$ cat src/rtl/packet_tx_reader_if.sv
// Packet-memory / length-FIFO / TX-PHY bundle for the transmit reader.
// master: the reader itself; slave: the memory, FIFO and PHY side.
interface packet_tx_reader_if #(
    parameter int unsigned pDATA_WIDTH = 8,
    parameter int unsigned pFIFO_WIDTH = 11,
    parameter int unsigned pADDR_WIDTH = 12
);
    logic                   i_fifo_empty;
    logic [pFIFO_WIDTH-1:0] i_fifo_len;
    logic                   o_fifo_rd;
    logic [pADDR_WIDTH-1:0] o_ram_raddr;
    logic [pDATA_WIDTH-1:0] i_ram_rdata;
    logic                   o_tx_en;
    logic [pDATA_WIDTH-1:0] o_tx_d;

    modport master (
        input  i_fifo_empty, i_fifo_len, i_ram_rdata,
        output o_fifo_rd, o_ram_raddr, o_tx_en, o_tx_d
    );

    modport slave (
        output i_fifo_empty, i_fifo_len, i_ram_rdata,
        input  o_fifo_rd, o_ram_raddr, o_tx_en, o_tx_d
    );
endinterface

$ cat src/rtl/packet_tx_reader.sv
// Transmit packet reader: pops a length, streams preamble + SFD + payload
// from the packet RAM onto an 8-bit MII-style TX bus, then enforces the IFG.
// Illegal lengths are dropped while keeping the read pointer aligned.
module packet_tx_reader #(
    parameter int unsigned pDATA_WIDTH        = 8,
    parameter int unsigned pMAX_PACKET_LENGHT = 1536,
    parameter int unsigned pDEPTH_RAM         = 2*pMAX_PACKET_LENGHT,
    parameter int unsigned pFIFO_WIDTH        = $clog2(pMAX_PACKET_LENGHT),
    parameter int unsigned pPREAMBLE_LEN      = 7,
    parameter int unsigned pIFG               = 12
) (
    input  logic                iclk,
    input  logic                i_rst_n,
    input  logic                i_enable,
    packet_tx_reader_if.master  bus,
    output logic                o_busy,
    output logic                o_pkt_done,
    output logic                o_len_err
);
    localparam int unsigned ADDR_W = $clog2(pDEPTH_RAM);
    localparam int unsigned AW1    = ADDR_W + 1;
    localparam int unsigned FW     = pFIFO_WIDTH;

    localparam logic [AW1-1:0]         DEPTH_EXT = AW1'(pDEPTH_RAM);
    localparam logic [FW-1:0]          MAX_LEN   = FW'(pMAX_PACKET_LENGHT);
    localparam logic [FW-1:0]          ONE       = FW'(1);
    localparam logic [FW-1:0]          TWO       = FW'(2);
    localparam logic [FW-1:0]          PRE_LAST  = FW'(pPREAMBLE_LEN - 1);
    localparam logic [FW-1:0]          IFG_LAST  = FW'(pIFG - 2);
    localparam logic [pDATA_WIDTH-1:0] PRE_BYTE  = pDATA_WIDTH'(8'h55);
    localparam logic [pDATA_WIDTH-1:0] SFD_BYTE  = pDATA_WIDTH'(8'hD5);

    typedef enum logic [2:0] {
        S_IDLE,
        S_LOAD,
        S_PRE,
        S_SFD,
        S_DATA,
        S_IFG,
        S_DROP
    } state_t;

    state_t                 state_q, state_d;
    logic [FW-1:0]          len_q, len_d;
    logic [FW-1:0]          cnt_q, cnt_d;
    logic [ADDR_W-1:0]      ptr_q, ptr_d;
    logic [ADDR_W-1:0]      raddr_q, raddr_d;
    logic                   tx_en_q, tx_en_d;
    logic [pDATA_WIDTH-1:0] tx_d_q, tx_d_d;
    logic                   busy_q, busy_d;
    logic                   done_q, done_d;
    logic                   err_q, err_d;
    logic                   fifo_rd;

    // Modular address add: sum one bit wider, then a single conditional subtract.
    function automatic logic [ADDR_W-1:0] wrap_add(input logic [ADDR_W-1:0] a,
                                                   input logic [FW-1:0]     b);
        logic [AW1-1:0] sum;
        sum = {1'b0, a} + AW1'(b);
        if (sum >= DEPTH_EXT) begin
            sum = sum - DEPTH_EXT;
        end
        return sum[ADDR_W-1:0];
    endfunction

    // Next-state and registered-output computation; every output is one cycle ahead of its flop.
    always_comb begin
        state_d = state_q;
        len_d   = len_q;
        cnt_d   = cnt_q;
        ptr_d   = ptr_q;
        raddr_d = raddr_q;
        tx_en_d = 1'b0;
        tx_d_d  = '0;
        busy_d  = busy_q;
        done_d  = 1'b0;
        err_d   = 1'b0;
        fifo_rd = 1'b0;
        case (state_q)
            S_IDLE: begin
                if (i_enable && !bus.i_fifo_empty) begin
                    fifo_rd = 1'b1;
                    len_d   = bus.i_fifo_len;
                    busy_d  = 1'b1;
                    state_d = S_LOAD;
                end
            end
            S_LOAD: begin
                if (len_q == '0 || len_q > MAX_LEN) begin
                    err_d   = 1'b1;
                    state_d = S_DROP;
                end else begin
                    tx_en_d = 1'b1;
                    tx_d_d  = PRE_BYTE;
                    cnt_d   = ONE;
                    state_d = S_PRE;
                end
            end
            S_PRE: begin
                tx_en_d = 1'b1;
                tx_d_d  = PRE_BYTE;
                if (cnt_q == PRE_LAST) begin
                    // First payload address goes out two cycles before its byte.
                    raddr_d = ptr_q;
                    state_d = S_SFD;
                end else begin
                    cnt_d = cnt_q + ONE;
                end
            end
            S_SFD: begin
                tx_en_d = 1'b1;
                tx_d_d  = SFD_BYTE;
                cnt_d   = '0;
                if (len_q != ONE) begin
                    raddr_d = wrap_add(raddr_q, ONE);
                end
                state_d = S_DATA;
            end
            S_DATA: begin
                tx_en_d = 1'b1;
                tx_d_d  = bus.i_ram_rdata;
                if (cnt_q == len_q - ONE) begin
                    done_d  = 1'b1;
                    ptr_d   = wrap_add(ptr_q, len_q);
                    cnt_d   = '0;
                    state_d = S_IFG;
                end else begin
                    cnt_d = cnt_q + ONE;
                    if (cnt_q + TWO < len_q) begin
                        raddr_d = wrap_add(raddr_q, ONE);
                    end
                end
            end
            S_IFG: begin
                // IDLE is reached pIFG-2 cycles early so a pop there lands the next preamble exactly pIFG idle cycles later.
                if (cnt_q == IFG_LAST) begin
                    busy_d  = 1'b0;
                    state_d = S_IDLE;
                end else begin
                    cnt_d = cnt_q + ONE;
                end
            end
            S_DROP: begin
                ptr_d   = wrap_add(ptr_q, len_q);
                busy_d  = 1'b0;
                state_d = S_IDLE;
            end
            default: begin
                state_d = S_IDLE;
                busy_d  = 1'b0;
            end
        endcase
    end

    // State and output registers with asynchronous active-low clear.
    always_ff @(posedge iclk or negedge i_rst_n) begin
        if (!i_rst_n) begin
            state_q <= S_IDLE;
            len_q   <= '0;
            cnt_q   <= '0;
            ptr_q   <= '0;
            raddr_q <= '0;
            tx_en_q <= 1'b0;
            tx_d_q  <= '0;
            busy_q  <= 1'b0;
            done_q  <= 1'b0;
            err_q   <= 1'b0;
        end else begin
            state_q <= state_d;
            len_q   <= len_d;
            cnt_q   <= cnt_d;
            ptr_q   <= ptr_d;
            raddr_q <= raddr_d;
            tx_en_q <= tx_en_d;
            tx_d_q  <= tx_d_d;
            busy_q  <= busy_d;
            done_q  <= done_d;
            err_q   <= err_d;
        end
    end

    // The pop strobe is combinational from IDLE, so it is masked while reset is held.
    assign bus.o_fifo_rd   = fifo_rd & i_rst_n;
    assign bus.o_ram_raddr = raddr_q;
    assign bus.o_tx_en     = tx_en_q;
    assign bus.o_tx_d      = tx_d_q;
    assign o_busy          = busy_q;
    assign o_pkt_done      = done_q;
    assign o_len_err       = err_q;

endmodule

$ cat src/flat_wrapper.sv
// flat-port wrapper written by rule: the top's interface ports become plain ports
module packet_tx_reader_flat 
#(
    parameter int unsigned pDATA_WIDTH        = 8,
    parameter int unsigned pMAX_PACKET_LENGHT = 1536,
    parameter int unsigned pDEPTH_RAM         = 2*pMAX_PACKET_LENGHT,
    parameter int unsigned pFIFO_WIDTH        = $clog2(pMAX_PACKET_LENGHT),
    parameter int unsigned pPREAMBLE_LEN      = 7,
    parameter int unsigned pIFG               = 12
)
  (iclk, i_rst_n, i_enable, o_busy, o_pkt_done, o_len_err, bus_i_fifo_empty, bus_i_fifo_len, bus_i_ram_rdata, bus_o_fifo_rd, bus_o_ram_raddr, bus_o_tx_en, bus_o_tx_d);
  packet_tx_reader_if #(.pDATA_WIDTH(pDATA_WIDTH), .pFIFO_WIDTH(pFIFO_WIDTH), .pADDR_WIDTH((12))) bus_i ();
  input  logic iclk;
  input  logic i_rst_n;
  input  logic i_enable;
  output logic o_busy;
  output logic o_pkt_done;
  output logic o_len_err;
  input wire logic [$bits(bus_i.i_fifo_empty)-1:0] bus_i_fifo_empty;
  input wire logic [$bits(bus_i.i_fifo_len)-1:0] bus_i_fifo_len;
  input wire logic [$bits(bus_i.i_ram_rdata)-1:0] bus_i_ram_rdata;
  output wire logic [$bits(bus_i.o_fifo_rd)-1:0] bus_o_fifo_rd;
  output wire logic [$bits(bus_i.o_ram_raddr)-1:0] bus_o_ram_raddr;
  output wire logic [$bits(bus_i.o_tx_en)-1:0] bus_o_tx_en;
  output wire logic [$bits(bus_i.o_tx_d)-1:0] bus_o_tx_d;
  assign bus_i.i_fifo_empty = bus_i_fifo_empty;
  assign bus_i.i_fifo_len = bus_i_fifo_len;
  assign bus_i.i_ram_rdata = bus_i_ram_rdata;
  assign bus_o_fifo_rd = bus_i.o_fifo_rd;
  assign bus_o_ram_raddr = bus_i.o_ram_raddr;
  assign bus_o_tx_en = bus_i.o_tx_en;
  assign bus_o_tx_d = bus_i.o_tx_d;
  packet_tx_reader #(.pDATA_WIDTH(pDATA_WIDTH), .pMAX_PACKET_LENGHT(pMAX_PACKET_LENGHT), .pDEPTH_RAM(pDEPTH_RAM), .pFIFO_WIDTH(pFIFO_WIDTH), .pPREAMBLE_LEN(pPREAMBLE_LEN), .pIFG(pIFG)) u_core (.iclk(iclk), .i_rst_n(i_rst_n), .i_enable(i_enable), .bus(bus_i), .o_busy(o_busy), .o_pkt_done(o_pkt_done), .o_len_err(o_len_err));
endmodule
$ cat config.mk
export PLATFORM = sky130hd
export DESIGN_NAME = packet_tx_reader_flat
export DESIGN_NICKNAME = d
export VERILOG_FILES = /design/src/rtl/packet_tx_reader_if.sv /design/src/rtl/packet_tx_reader.sv /design/src/flat_wrapper.sv
export SDC_FILE = /design/constraint.sdc
export NUM_CORES = 1
export LEC_CHECK = 0
export BUFFER_PORTS_ARGS = -buffer_cell sky130_fd_sc_hd__buf_2
export CAP_MARGIN = 20
export CORE_ASPECT_RATIO = 0.7
export CORE_MARGIN = 2
export CORE_UTILIZATION = 45
export CTS_CLUSTER_SIZE = 8
export DETAILED_ROUTE_END_ITERATION = 6
export GPL_TIMING_DRIVEN = 0
export PLACE_DENSITY_LB_ADDON = 0.2
export SYNTH_ARGS = -nofsm -noshare
export SYNTH_HDL_FRONTEND = slang
export SYNTH_SLANG_ARGS = --single-unit
$ cat constraint.sdc
create_clock -name iclk -period 7.7 [get_ports iclk]
set_input_delay 0.385 -clock iclk [delete_from_list [all_inputs] [get_ports iclk]]
set_output_delay 0.385 -clock iclk [all_outputs]
set_load 0.01 [all_outputs]
==> out/qor.csv, run 1 <==
metric;value;unit
cts_made_buffers;9;
detail-route-antenna-nets;0;
grt_pass1_wl;20500;um
path_class;register to register;
row_count;31;
grt_setup_unrepaired;false;
firstDrtPassIters;5;
cpPeakStageDelay;0.47;ns
ys_ff_latch;61;
num_antenna_cells;0;
final_common_cell;nand2_1;
total_power;2.54;mW
drive_gt1_frac;0.153;
cp.arrival;4.32;ns
wl_per_cell;16.7;um
place_hpwl;9390;um
relSlewSlack;0.350;
synth_nets;604;
die_w;126;um
setup_tns;0;ns
synth_edf_count;0;
die_h;89.6;um
setup_slack;3.63;ns
setup_viol;0;
cp_common_cell;ha_1;
max_clock_freq;246;MHz
fp.dieArea;11300;um2
pin_count;48;
ys_warn_count;0;
finalCritPeriodShare;0.528;
async_reset_ff_frac;1.00;
gr-usage-all-layers;0.230;
tritoncts;yes;
syn_inst;549;
cts.sinks;61;
ir_drop;0.000192;V
grt_start_max_net_pins;63;
antenna_found_initial;0;
vias;4432;
critical_path.startpoint_type;register;
crit_path_cell_trace;ha_1, inv_1, fa_1, nand2b_1, a21oi_1, o2111ai_1, nand2_1, xor2_1, ha_1, nand3b_1, or4_1, o31a_1, a311o_1, o211ai_1;
synthDistinctLibCells;70;
cp_max_fo;6;
port_buffers;47;
core_area;10300;um2
ctsResizeCount;0;
globalplace.congestion;0.852;
cts_setup_buffers;0;
wl;12400;um
gr-total-overflow;0;
cpMaxStageDelayCell;or4_1;
p_leak;2.41;nW
clkTransAtPathRegs;0.06;ns
nNetsFinal;663;
root_buffer;clkbuf_16;
clk_latency;0.34;ns
most-common-layout-cells;67 x nand2_1, 61 x dfrtp_1, 49 x buf_2;
post-place-ws;3.73;ns
synth_area;4710;um2
yosysSeqAreaShare;0.324;
syn_avg_cell_area;8.59;um2
drc;0;
slew_viol_final;0;
pwr_density_cell;465;nW/um2
synth_top_flop_cell;dfrtp_1;
vias_per_cell;5.95;
endpoint_kind;register;
area_growth;15.8;%
status;finished, final reports clean;
tightest_slew;0.966;ns
cts_buffer_depth;2;
first_iter_violations;393;
period_minus_slack;4.07;ns
grt_pass1_vias;4022;
timing_hold_violations_final;0;
start_util;0.459;
htree_levels;3;
cp.required;7.96;ns
hp-class;primary input to asynchronous set/reset pin;
fin_skew;0.00804;ns
holdBufCountCts;0;
drv_cap;0;
## synth_stat cells (2+ instances only)
library cell | instances | area, um2
nand2_1 | 67 | 251
dfrtp_1 | 61 | 1530
nor2_1 | 40 | 150
ha_1 | 31 | 388
o21ai_0 | 31 | 155
a21oi_1 | 29 | 145
clkbuf_1 | 28 | 105
inv_1 | 23 | 86.3
nand3_1 | 20 | 100
xnor2_1 | 20 | 175
nor3_1 | 17 | 85.1
o211ai_1 | 11 | 82.6
xor2_1 | 10 | 87.6
and3_1 | 9 | 56.3
nand4_1 | 8 | 50.1
o22a_1 | 8 | 70.1
a21o_1 | 7 | 52.6
nand2b_1 | 7 | 43.8
a211oi_1 | 6 | 45.0
a31oi_1 | 6 | 37.5
mux2_4 | 6 | 90.1
o21a_1 | 6 | 45.0
o31ai_1 | 6 | 45.0
or4_1 | 6 | 45.0
mux2_2 | 5 | 56.3
nor3b_1 | 5 | 37.5
nor4_1 | 5 | 31.3
o31a_1 | 4 | 35.0
or3_1 | 4 | 25.0
and2_1 | 3 | 18.8
and4_1 | 3 | 26.3
mux2i_1 | 3 | 30.0
nand3b_1 | 3 | 22.5
nor2b_1 | 3 | 18.8
nor4b_1 | 3 | 26.3
o22ai_1 | 3 | 18.8
or2_2 | 3 | 18.8
a211o_1 | 2 | 17.5
a311o_1 | 2 | 20.0
and4b_1 | 2 | 20.0
buf_2 | 2 | 10.0
nor4_4 | 2 | 42.5
o2111ai_1 | 2 | 17.5
## sequential cells by signal, summed over array words and instances, names as in the netlist
| register | cells |
|---|---|
| u_core.bus.o_tx_en | 1 |
| u_core.o_pkt_done | 1 |
| u_core.state_q | 3 |
| u_core.o_len_err | 1 |
| u_core.cnt_q | 11 |
| u_core.o_busy | 1 |
| u_core.ptr_q | 12 |
| u_core.bus.o_tx_d | 8 |
| u_core.bus.o_ram_raddr | 12 |
| u_core.len_q | 11 |
## path summary, 6_finish.rpt
check / cells past startpoint / slack (ns) / startpoint / end
max in group asynchronous: 1 / 7.01 / i_rst_n / u_core.state_q[1]
max: 14 / 3.63 / u_core.len_q[0] / u_core.ptr_q[10]
min reg2reg: 2 / 0.50 / u_core.o_busy / u_core.o_busy
min: 1 / 0.14 / i_rst_n / u_core.bus.o_ram_raddr[1]
min in group iclk: 2 / 0.25 / bus_i_ram_rdata[2] / u_core.bus.o_tx_d[2]
max reg2reg: 14 / 3.63 / u_core.len_q[0] / u_core.ptr_q[10]
## routing by layer
layer,global-route usage,vias up,wire length (um)
met5,0,-,0
met4,0.0779,0,188
met3,0.0462,14,774
met2,0.324,147,4870
met1,0.351,2150,6590
li1,-,2121,-
## metrics by stage
| stage | utilization | hold WS [ns] | std cells | instance area, um2 |
|---|---|---|---|---|
| after floorplan | - | 0.0894 | 549 | 4710 |
| after global placement | 0.498 | 0.488 | 728 | 5110 |
| after detailed placement | 0.498 | 0.505 | 729 | 5120 |
| after CTS | 0.531 | 0.181 | 745 | 5460 |
| after global routing | 0.531 | 0.222 | 745 | 5460 |
| final | 0.531 | 0.139 | 745 | 5460 |
## kinds of logic (layout without fill, tap and decap cells)
kind of cell    count (synthesis)  in the layout  synth area share
simple gates                  217            217             0.244
flops                          61             61             0.324
compound gates                139            139             0.204
buf+inv                        56            120            0.0483
mux                            14             14            0.0374
xor+xnor                       30             30            0.0557
fa+ha+maj                      32             32            0.0865
## worst max-delay path, delay by kind of cell (launching register included)
kind	cells	cell delay, ns
DFF	1	0.44
adders and majority gates	3	0.91
xor gates and xnor gates	1	0.29
and+or+nand+nor	4	0.91
buffers and inverters	1	0.06
AOI/OAI and AO/OA	5	1.34
## final cells by class
cell class | instances | area, um2
inverter | 24 | 90.1
clock buffer | 9 | 225
fill | 952 | 4820
timing repair buffer | 48 | 243
buffer | 32 | 138
tap | 132 | 165
sequential | 61 | 1530
clock inverter | 7 | 114
multi-input combinational | 432 | 2960
## report_power, final
group / internal, mW / switching, mW / leakage [nW] / total, mW
Combinational: 0.604 / 0.864 / 1.49 / 1.47
Clock: 0.315 / 0.154 / 0.169 / 0.468
Sequential: 0.448 / 0.152 / 0.757 / 0.600
Total: 1.37 / 1.17 / 2.41 / 2.54
(Power assumes the default switching activity.)
==> run 2: changes to the inputs <==
Clock period 7.7 ns to 3.5 ns, I/O delays scaled along.
==> run 2 against run 1 <==
  * The run now ends with setup timing left
  * Sequential power rose by 120%
  * Sequential share of layout area shrank 1.9 points
  * Maximum frequency grew 15%
  * First-iteration DRC count is 0.51% lower
  * Register-to-register slack lost 3.7 ns
  * Hold slack lost 0.10 ns
  * Largest power group unchanged
  * Sequential cell count did not move
  * Via count up 2.2%
  * Core utilization up 4.2 points
  * Cell count rose by 3.8%
  * Non-clock buffer count rose by 28
==> out/qor.csv, run 2 (synthesized netlist as in run 1, its figures left out) <==
metric;value;unit;change
status;finished, violations left;;
violations;setup timing;;
timing_hold_violations_final;0;;unchanged
critical_path.startpoint_type;register;;
place_inst;729;;unchanged
most-common-layout-cells;66 x nand2_1, 54 x dfrtp_1, 49 x buf_2;;
root_buffer;clkbuf_16;;
clk_latency;0.35;ns;about the same
pin_count;48;;unchanged
antenna_found_initial;0;;unchanged
period_minus_slack;3.53;ns;-0.536 ns
htree_levels;3;;unchanged
grt_pass1_wl;21300;um;+4.1%
die_h;89.6;um;unchanged
relSlewSlack;0.333;;-0.0172
start_util;0.459;;unchanged
cts_buffer_depth;2;;unchanged
grt_start_max_net_pins;63;;unchanged
hp-class;primary input to register;;
path_class;register to register;;
max_clock_freq;283;MHz;+15%
utilization;0.573;;+0.0420
place_hpwl;9390;um;unchanged
num_antenna_cells;0;;unchanged
nNetsFinal;691;;+4.2%
drc;0;;unchanged
finalCritPeriodShare;1.01;;+0.481
hold_ws;0.0356;ns;-0.104 ns
firstDrtPassIters;5;;unchanged
wl;13300;um;+6.8%
vias_per_cell;5.86;;-1.5%
grt_pass1_vias;4196;;+4.3%
layout.cells.non_filler;773;;+3.8%
cts.sinks;61;;unchanged
row_count;31;;unchanged
clkTransAtPathRegs;0.06;ns;about the same
ir_drop;0.000456;V;+140%
fill_cells;897;;-5.8%
detail-route-antenna-nets;0;;unchanged
fp.dieArea;11300;um2;unchanged
vias;4528;;+2.2%
setup_viol;2;;+2
gr-usage-all-layers;0.240;;+0.00979
drive_gt1_frac;0.251;;+0.0978
cts_made_buffers;9;;unchanged
gr-total-overflow;0;;unchanged
p_leak;2.58;nW;+6.7%
tritoncts;yes;;
die_w;126;um;unchanged
cp.required;3.76;ns;-4.20 ns
tightest_slew;0.991;ns;+0.0255 ns
setup_slack;-0.0307;ns;-3.66 ns
fin_skew;0.00854;ns;+0.000505 ns
post-place-ws;-0.475;ns;-4.20 ns
cp.arrival;3.79;ns;-0.53 ns
globalplace.congestion;0.852;;unchanged
core_area;10300;um2;unchanged
pwr_density_cell;1100;nW/um2;+140%
grt_setup_unrepaired;true;;
cp_max_fo;3;;-3
first_iter_violations;391;;-0.51%
endpoint_kind;register;;
area_growth;25.0;%;
total_power;6.48;mW;+160%
slew_viol_final;0;;unchanged
drv_cap;0;;unchanged
final_common_cell;nand2_1;;
port_buffers;47;;unchanged
wl_per_cell;17.2;um;+3.0%
-- run 2: per-stage QoR --
step / area, um2 / setup TNS, ns
after floorplan: 4710 / 0
after global placement: 5110 / -0.813
after detailed placement: 5120 / -0.931
after CTS: 5780 / -0.00913
after global routing: 5890 / -0.323
final: 5890 / -0.0493
-- run 2: final cells by class --
| class | count | area (um2) | share of cell area |
|---|---|---|---|
| Multi-Input combinational cell | 432 | 3160 | 0.536 |
| Sequential cell | 61 | 1540 | 0.261 |
| Timing Repair Buffer | 78 | 470 | 0.0798 |
| Clock buffer | 9 | 225 | 0.0382 |
| Tap cell | 132 | 165 | 0.0280 |
| Buffer | 30 | 133 | 0.0225 |
| Clock inverter | 7 | 114 | 0.0193 |
| Inverter | 24 | 90.1 | 0.0153 |
-- run 2: final timing paths --
kind | depth (start not counted) | to | from | slack (ns)
max in group asynchronous | 2 | u_core.len_q[7] | i_rst_n | 2.43
hold / removal | 2 | u_core.bus.o_tx_d[2] | bus_i_ram_rdata[2] | 0.04
setup / recovery | 13 | u_core.ptr_q[10] | u_core.len_q[6] | -0.03
setup reg to reg | 13 | u_core.ptr_q[10] | u_core.len_q[6] | -0.03
hold reg to reg | 2 | u_core.o_busy | u_core.o_busy | 0.50
min in group asynchronous | 2 | u_core.bus.o_ram_raddr[1] | i_rst_n | 0.48
-- run 2: report_power, final --
group	internal [mW]	switching [mW]
sequential	0.993	0.335
clock	0.692	0.344
combinational	1.89	2.23
-- run 2: what timing repair did --
action,CTS,global route
hold endpoints to repair,61,0
setup buffers,21,8
setup endpoints to repair,2,15
gates resized for setup,28,18
hold buffers,1,0
pin swaps,10,4
-- run 2: critical path, stage by stage (launching register included) --
cell and delay, ns:
dfrtp_2 0.42, ha_4 0.24, or4_4 0.52, o21ai_4 0.10, a211oi_4 0.07, or2_4 0.27
a21oi_4 0.17, xnor2_2 0.14, ha_2 0.25, nand3b_1 0.09, or4_4 0.45, o31a_1 0.30
a311o_1 0.32, o211ai_1 0.09
-- run 2: routing by layer --
metal / GRT usage / part of all wire / vias up
li1: - / - / 2178
met1: 0.362 / 0.52 / 2192
met4: 0.0769 / 0.014 / 0
met2: 0.346 / 0.41 / 144
met5: 0 / 0 / -
met3: 0.0480 / 0.061 / 14
